File: src/rtl/dds_pkg.sv
// Shared types and constants for the DDS parallel-bus sequencer.
// Includes the state encoding, DDS register map anchors and a byte-select helper.
package dds_pkg;

    typedef enum logic [2:0] {
        MRST,
        INIT_WAIT,
        IDLE,
        SETUP,
        STROBE,
        HOLD,
        UPDATE
    } dds_state_e;

    localparam logic [5:0] FTW1_BASE    = 6'h04;
    localparam logic [5:0] UPD_CLK_BASE = 6'h16;
    localparam logic [5:0] CTRL_BASE    = 6'h1D;

    localparam int DDS_MAX_BYTES = 6;

    function automatic int cyc_max(input int x, input int y);
        return (x > y) ? x : y;
    endfunction

    // Byte idx of a len-byte payload, most significant byte first; caller keeps idx < len.
    function automatic logic [7:0] sel_byte(input logic [47:0] data, input logic [2:0] len,
                                            input logic [2:0] idx);
        logic [2:0]  pos;
        logic [47:0] sh;
        pos = len - idx - 3'd1;
        sh  = data >> {pos, 3'b000};
        return sh[7:0];
    endfunction

endpackage

File: src/rtl/dds_cyc_timer.sv
// Loadable down-counter with a zero flag; one instance paces every timed state.
// It sits at zero when idle, so a state holds for (load value + 1) clocks.
module dds_cyc_timer #(
    parameter int             W       = 6,
    parameter logic [W-1:0]   RST_VAL = '0
) (
    input  logic         clk,
    input  logic         rst_n,
    input  logic         load,
    input  logic [W-1:0] load_val,
    output logic         zero
);

    logic [W-1:0] cnt_q;
    logic [W-1:0] cnt_d;

    always_comb begin
        cnt_d = cnt_q;
        if (load) begin
            cnt_d = load_val;
        end else if (cnt_q != '0) begin
            cnt_d = cnt_q - 1'b1;
        end
    end

    always_ff @(posedge clk or negedge rst_n) begin
        if (!rst_n) begin
            cnt_q <= RST_VAL;
        end else begin
            cnt_q <= cnt_d;
        end
    end

    assign zero = (cnt_q == '0);

endmodule

File: src/rtl/dds_bus_sequencer.sv
// DDS parallel programming bus sequencer: master reset, then multi-byte register writes
// with setup/strobe/hold timing and an optional io_ud pulse.
//   state     | meaning
//   MRST      | mst_rst held high after reset release
//   INIT_WAIT | settle time after mst_rst falls
//   IDLE      | ready for a command
//   SETUP     | a/d driven, wrb high before the strobe
//   STROBE    | wrb low
//   HOLD      | wrb high, a/d held; advances to next byte
//   UPDATE    | io_ud high
module dds_bus_sequencer #(
    parameter int MRST_CYC      = 16,
    parameter int INIT_WAIT_CYC = 32,
    parameter int SETUP_CYC     = 2,
    parameter int STROBE_CYC    = 4,
    parameter int HOLD_CYC      = 2,
    parameter int IOUD_CYC      = 4
) (
    input  logic        clk,
    input  logic        rst_n,
    input  logic        cmd_valid,
    output logic        cmd_ready,
    input  logic [5:0]  cmd_addr,
    input  logic [47:0] cmd_data,
    input  logic [2:0]  cmd_len,
    input  logic        cmd_update,
    output logic        mst_rst,
    output logic [7:0]  d,
    output logic [5:0]  a,
    output logic        wrb,
    output logic        io_ud,
    output logic        busy,
    output logic        done
);
    import dds_pkg::*;

    localparam int MAX_CYC = cyc_max(cyc_max(cyc_max(MRST_CYC, INIT_WAIT_CYC),
                                             cyc_max(SETUP_CYC, STROBE_CYC)),
                                     cyc_max(HOLD_CYC, IOUD_CYC));
    localparam int TW = $clog2(MAX_CYC) + 1;

    dds_state_e  state_q, state_d;
    logic [47:0] data_q, data_d;
    logic [2:0]  len_q, len_d;
    logic [2:0]  idx_q, idx_d;
    logic        upd_q, upd_d;
    logic [5:0]  a_q, a_d;
    logic [7:0]  d_q, d_d;
    logic        wrb_q, wrb_d;
    logic        mst_rst_q, mst_rst_d;
    logic        io_ud_q, io_ud_d;
    logic        cmd_ready_q, cmd_ready_d;
    logic        busy_q, busy_d;
    logic        done_q, done_d;
    logic [2:0]  len_eff;
    logic        tmr_load;
    logic [TW-1:0] tmr_val;
    logic        tmr_zero;

    dds_cyc_timer #(
        .W       (TW),
        .RST_VAL (TW'(MRST_CYC - 1))
    ) u_timer (
        .clk      (clk),
        .rst_n    (rst_n),
        .load     (tmr_load),
        .load_val (tmr_val),
        .zero     (tmr_zero)
    );

    always_comb begin
        state_d   = state_q;
        data_d    = data_q;
        len_d     = len_q;
        idx_d     = idx_q;
        upd_d     = upd_q;
        a_d       = a_q;
        d_d       = d_q;
        wrb_d     = wrb_q;
        mst_rst_d = mst_rst_q;
        io_ud_d   = io_ud_q;
        done_d    = 1'b0;
        tmr_load  = 1'b0;
        tmr_val   = '0;
        len_eff   = (cmd_len > 3'(DDS_MAX_BYTES)) ? 3'(DDS_MAX_BYTES) : cmd_len;

        unique case (state_q)
            MRST: begin
                if (tmr_zero) begin
                    state_d   = INIT_WAIT;
                    mst_rst_d = 1'b0;
                    tmr_load  = 1'b1;
                    tmr_val   = TW'(INIT_WAIT_CYC - 1);
                end
            end
            INIT_WAIT: begin
                if (tmr_zero) begin
                    state_d = IDLE;
                end
            end
            IDLE: begin
                if (cmd_valid && cmd_ready_q) begin
                    data_d = cmd_data;
                    len_d  = len_eff;
                    upd_d  = cmd_update;
                    idx_d  = 3'd0;
                    if (len_eff == 3'd0) begin
                        if (cmd_update) begin
                            state_d  = UPDATE;
                            io_ud_d  = 1'b1;
                            tmr_load = 1'b1;
                            tmr_val  = TW'(IOUD_CYC - 1);
                        end else begin
                            done_d = 1'b1;
                        end
                    end else begin
                        state_d  = SETUP;
                        a_d      = cmd_addr;
                        d_d      = sel_byte(cmd_data, len_eff, 3'd0);
                        tmr_load = 1'b1;
                        tmr_val  = TW'(SETUP_CYC - 1);
                    end
                end
            end
            SETUP: begin
                if (tmr_zero) begin
                    state_d  = STROBE;
                    wrb_d    = 1'b0;
                    tmr_load = 1'b1;
                    tmr_val  = TW'(STROBE_CYC - 1);
                end
            end
            STROBE: begin
                if (tmr_zero) begin
                    state_d  = HOLD;
                    wrb_d    = 1'b1;
                    tmr_load = 1'b1;
                    tmr_val  = TW'(HOLD_CYC - 1);
                end
            end
            HOLD: begin
                if (tmr_zero) begin
                    // Address wraps naturally in 6 bits (0x3F -> 0x00).
                    a_d   = a_q + 6'd1;
                    idx_d = idx_q + 3'd1;
                    if (idx_d < len_q) begin
                        state_d  = SETUP;
                        d_d      = sel_byte(data_q, len_q, idx_d);
                        tmr_load = 1'b1;
                        tmr_val  = TW'(SETUP_CYC - 1);
                    end else if (upd_q) begin
                        state_d  = UPDATE;
                        io_ud_d  = 1'b1;
                        tmr_load = 1'b1;
                        tmr_val  = TW'(IOUD_CYC - 1);
                    end else begin
                        state_d = IDLE;
                        done_d  = 1'b1;
                    end
                end
            end
            UPDATE: begin
                if (tmr_zero) begin
                    state_d = IDLE;
                    io_ud_d = 1'b0;
                    done_d  = 1'b1;
                end
            end
            default: begin
                state_d = MRST;
            end
        endcase

        cmd_ready_d = (state_d == IDLE);
        busy_d      = (state_d != IDLE);
    end

    always_ff @(posedge clk or negedge rst_n) begin
        if (!rst_n) begin
            state_q     <= MRST;
            data_q      <= '0;
            len_q       <= '0;
            idx_q       <= '0;
            upd_q       <= 1'b0;
            a_q         <= '0;
            d_q         <= '0;
            wrb_q       <= 1'b1;
            mst_rst_q   <= 1'b1;
            io_ud_q     <= 1'b0;
            cmd_ready_q <= 1'b0;
            busy_q      <= 1'b1;
            done_q      <= 1'b0;
        end else begin
            state_q     <= state_d;
            data_q      <= data_d;
            len_q       <= len_d;
            idx_q       <= idx_d;
            upd_q       <= upd_d;
            a_q         <= a_d;
            d_q         <= d_d;
            wrb_q       <= wrb_d;
            mst_rst_q   <= mst_rst_d;
            io_ud_q     <= io_ud_d;
            cmd_ready_q <= cmd_ready_d;
            busy_q      <= busy_d;
            done_q      <= done_d;
        end
    end

    assign cmd_ready = cmd_ready_q;
    assign mst_rst   = mst_rst_q;
    assign d         = d_q;
    assign a         = a_q;
    assign wrb       = wrb_q;
    assign io_ud     = io_ud_q;
    assign busy      = busy_q;
    assign done      = done_q;

endmodule
File: config.mk
export PLATFORM = sky130hd
export DESIGN_NAME = dds_bus_sequencer
export DESIGN_NICKNAME = d
export VERILOG_FILES = /design/src/rtl/dds_pkg.sv /design/src/rtl/dds_cyc_timer.sv /design/src/rtl/dds_bus_sequencer.sv
export SDC_FILE = /design/constraint.sdc
export NUM_CORES = 1
export LEC_CHECK = 0
export ABC_AREA = 0
export CORE_AREA = 3 3 96 98
export CTS_CLUSTER_DIAMETER = 150
export DETAILED_ROUTE_END_ITERATION = 8
export DIE_AREA = 0 0 99 101
export GPL_TIMING_DRIVEN = 1
export PLACE_DENSITY = 0.78
export SYNTH_ARGS = -nofsm -noshare
export SYNTH_HDL_FRONTEND = slang
export SYNTH_SLANG_ARGS = --single-unit
File: constraint.sdc
create_clock -name clk -period 6.7 [get_ports clk]
set_input_delay 0.67 -clock clk [delete_from_list [all_inputs] [get_ports clk]]
set_output_delay 0.67 -clock clk [all_outputs]
set_load 0.005 [all_outputs]
==> flow_summary.toml <==
[clocking]
clk_latency_ns = 0.35
tritoncts = "done"
cts_buffers = 9
clockRootBuffer = "clkbuf_8"
post_cts_buffers = 0
cts_resized = 0
h-tree-depth = 3
cts_hold_buf = 0
clkSlewWorstSetupHoldPaths_ns = 0.09
clock_sinks = 84
cts_max_path_buffers = 2

[worst_setup_path]
path_max_fanout = 10
start_kind = "input port"
cp.required_ns = 6.95
crit_path_cell_trace = "clkdlybuf4s50_1 -> nand2_1 -> and2_1 -> inv_2 -> ha_1 -> ha_1 -> nor2b_1 -> a221oi_1 -> o31ai_1"
cp.arrival_ns = 3.64
path_delay_family = "simple AND/OR/NAND/NOR gates"
r2r_start = "idx_q[0]"
cpMostUsedCell = "ha_1"
crit_path_max_incr_delay_ns = 0.51
critPathKind = "in -> reg"
startpoint = "cmd_len[2]"
cp_slowest_cell = "and2_1"
reg2reg_depth = 7
cp_num_buf_inv = 2
endpoint_kind = "register"
cp.depth = 9

[synth]
ys_warn_count = 0
synth-seq-cells = 84
async_reset_ff_frac = 1.00
synth-edff-count = 0
yosysSeqAreaShare = 0.459
synth_area_um2 = 4600
ys_types = 57
syn_avg_cell_area_um2 = 9.41
synth_nets = 561
syn_inst = 489
ys.flop_type = "dfrtp_1"

[sta]
setup_violations = 0
tightestPinTransition_ns = 1.31
holdWs_ns = 0.480
hold_viol_final = 0
skew_ns = 0.0123
grt_setup_unrepaired = "no"
fmax_mhz = 295
fin_tns_setup_ns = 0
finalCritPeriodShare = 0.507
slew_violations = 0
finalCriticalPeriod_ns = 3.40
slew_headroom = 0.121

[placement]
dpl.cell_count = 651
post_dp_cell_area_um2 = 5420
port_buffers = 80
finalWeightedCongestion = 0.903
dp_hpwl_um = 8150

[global_routing]
grt_max_degree = 85
grt_pass1_wl_um = 18800
busiest_layer = "met1"
met3_usage = 0.0374
grt_use_met1 = 0.357
grt.met2_usage = 0.354
grt-ovfl-total = 0
gr-usage-all-layers = 0.238
grt_pass1_vias = 3724
antenna_found_initial = 0

[worst_hold_path]
holdCritPathClass = "in -> async"

[floorplan]
initial_core_util = 0.538
fp.coreArea_um2 = 8550
ios = 81
fp.dieW_um = 99
rows = 34
dieArea_um2 = 10000
die_h_um = 101

[finish]
ff_latch_area_um2 = 2110
design_area_um2 = 5630
nFillCells = 701
mostFrequentLayoutCells = "nand2_1 (176), clkdlybuf4s50_1 (79), dfrtp_1 (77), mux4_2 (16), nor3_1 (13)"
drive_gt1_frac = 0.116
fin_cells = 667
layout_commonest_cell = "nand2_1"
final_util = 0.658
multiInputGateArea_um2 = 2310
num_antenna_cells = 0
synthToLayoutAreaGrowth_pct = 22.4
finalNetCount = 626

[power]
pwr-share-clk = 0.386
p_leak_nw = 2.56
p_per_area_nw_per_um2 = 174
vdd_ir_drop_max_uv = 120
switching_share = 0.231
p_switching_uw = 226
p_int_uw = 753
power_frac_seq = 0.518
p_comb_frac = 0.096

[route]
route.detailed.drc = 0
drt_iter0_drc = 284
vias = 3860
routed_wl_um = 11300
postRouteAntennaNets = 0
vias_per_cell = 5.79
first_pass_iters = 5
routedWlPerCell_um = 16.9

[flow_run]
maxCapViolCount = 0

[run_status]
status = "completed"
-- registers in the layout, summed over array words and instances, names as in the netlist, 3 cells and up --
name / count
a: 6
d: 8
data_q: 48
idx_q: 3
len_q: 3
state_q: 3
u_timer.cnt_q: 6
-- worst register-to-register path: cells and delay by family (launching register included) --
| family | cells | cell delay [ns] |
|---|---|---|
| fa+ha+maj | 2 | 0.77 |
| compound gates | 2 | 0.40 |
| xor+xnor | 1 | 1.03 |
| simple gates | 1 | 0.15 |
| flops | 1 | 0.44 |
| buf+inv | 1 | 0.08 |
-- area by class of cell --
type / count / share of cell area
repair buffers: 82 / 0.144
clock inverters: 5 / 0.0107
clock buffers: 11 / 0.0269
well taps: 108 / 0.0240
multi-input cells: 365 / 0.411
inverters: 12 / 0.00800
flip-flops and latches: 84 / 0.375
-- cell families after synthesis --
kind of cell             after synthesis  synth area share
AND/OR/NAND/NOR                      236             0.218
flip-flops                            84             0.459
AO/OA/AOI/OAI                         78             0.120
buffers and inverters                 40            0.0403
multiplexers                          34             0.120
adder cells (fa/ha/maj)               11            0.0316
XOR/XNOR                               6            0.0114
-- synth_stat cells, types with 9 or more instances --
library cell	count	area, um^2
mux2i_1	10	100
nor3_1	13	65.1
dfrtp_1	77	1930
ha_1	10	125
o21ai_0	12	60.1
clkbuf_1	16	60.1
o21ai_1	9	45.0
mux4_2	16	360
a211oi_1	9	67.6
nand2_1	176	661
inv_1	11	41.3
nand3_1	9	45.0
nor2_1	12	45.0
a21oi_1	9	45.0
-- final timing paths --
kind	to	slack, ns
hold / removal	data_q[44]	0.48
max in group asynchronous	data_q[25]	5.51
setup / recovery	d[1]	3.30
setup reg to reg	d[1]	3.70
min in group clk	data_q[36]	0.48
hold reg to reg	data_q[36]	0.48
-- per-layer routing --
layer	part of all wire	vias up	wire, um
met5	0	-	0
met4	0.014	0	159
met3	0.068	13	772
met2	0.46	147	5210
met1	0.46	1882	5150
li1	-	1818	-
-- power by group through the flow --
stage / clock network [mW] / registers, mW / logic (mW)
2_1_floorplan: 0 / 0.517 / 0.0359
3_3_place_gp: 0 / 0.517 / 0.0919
4_1_cts: 0.385 / 0.507 / 0.0939
6_report: 0.378 / 0.507 / 0.0937
3_5_place_dp: 0 / 0.517 / 0.0937
5_1_grt: 0.407 / 0.507 / 0.100
-- through the flow --
stage | setup WS, ns | power (mW)
2_1_floorplan | 4.08 | 0.553
3_3_place_gp | 3.16 | 0.609
3_5_place_dp | 2.91 | 0.610
4_1_cts | 3.30 | 0.985
5_1_grt | 3.05 | 1.01
6_report | 3.30 | 0.979
Power figures use the tool's default switching activity.
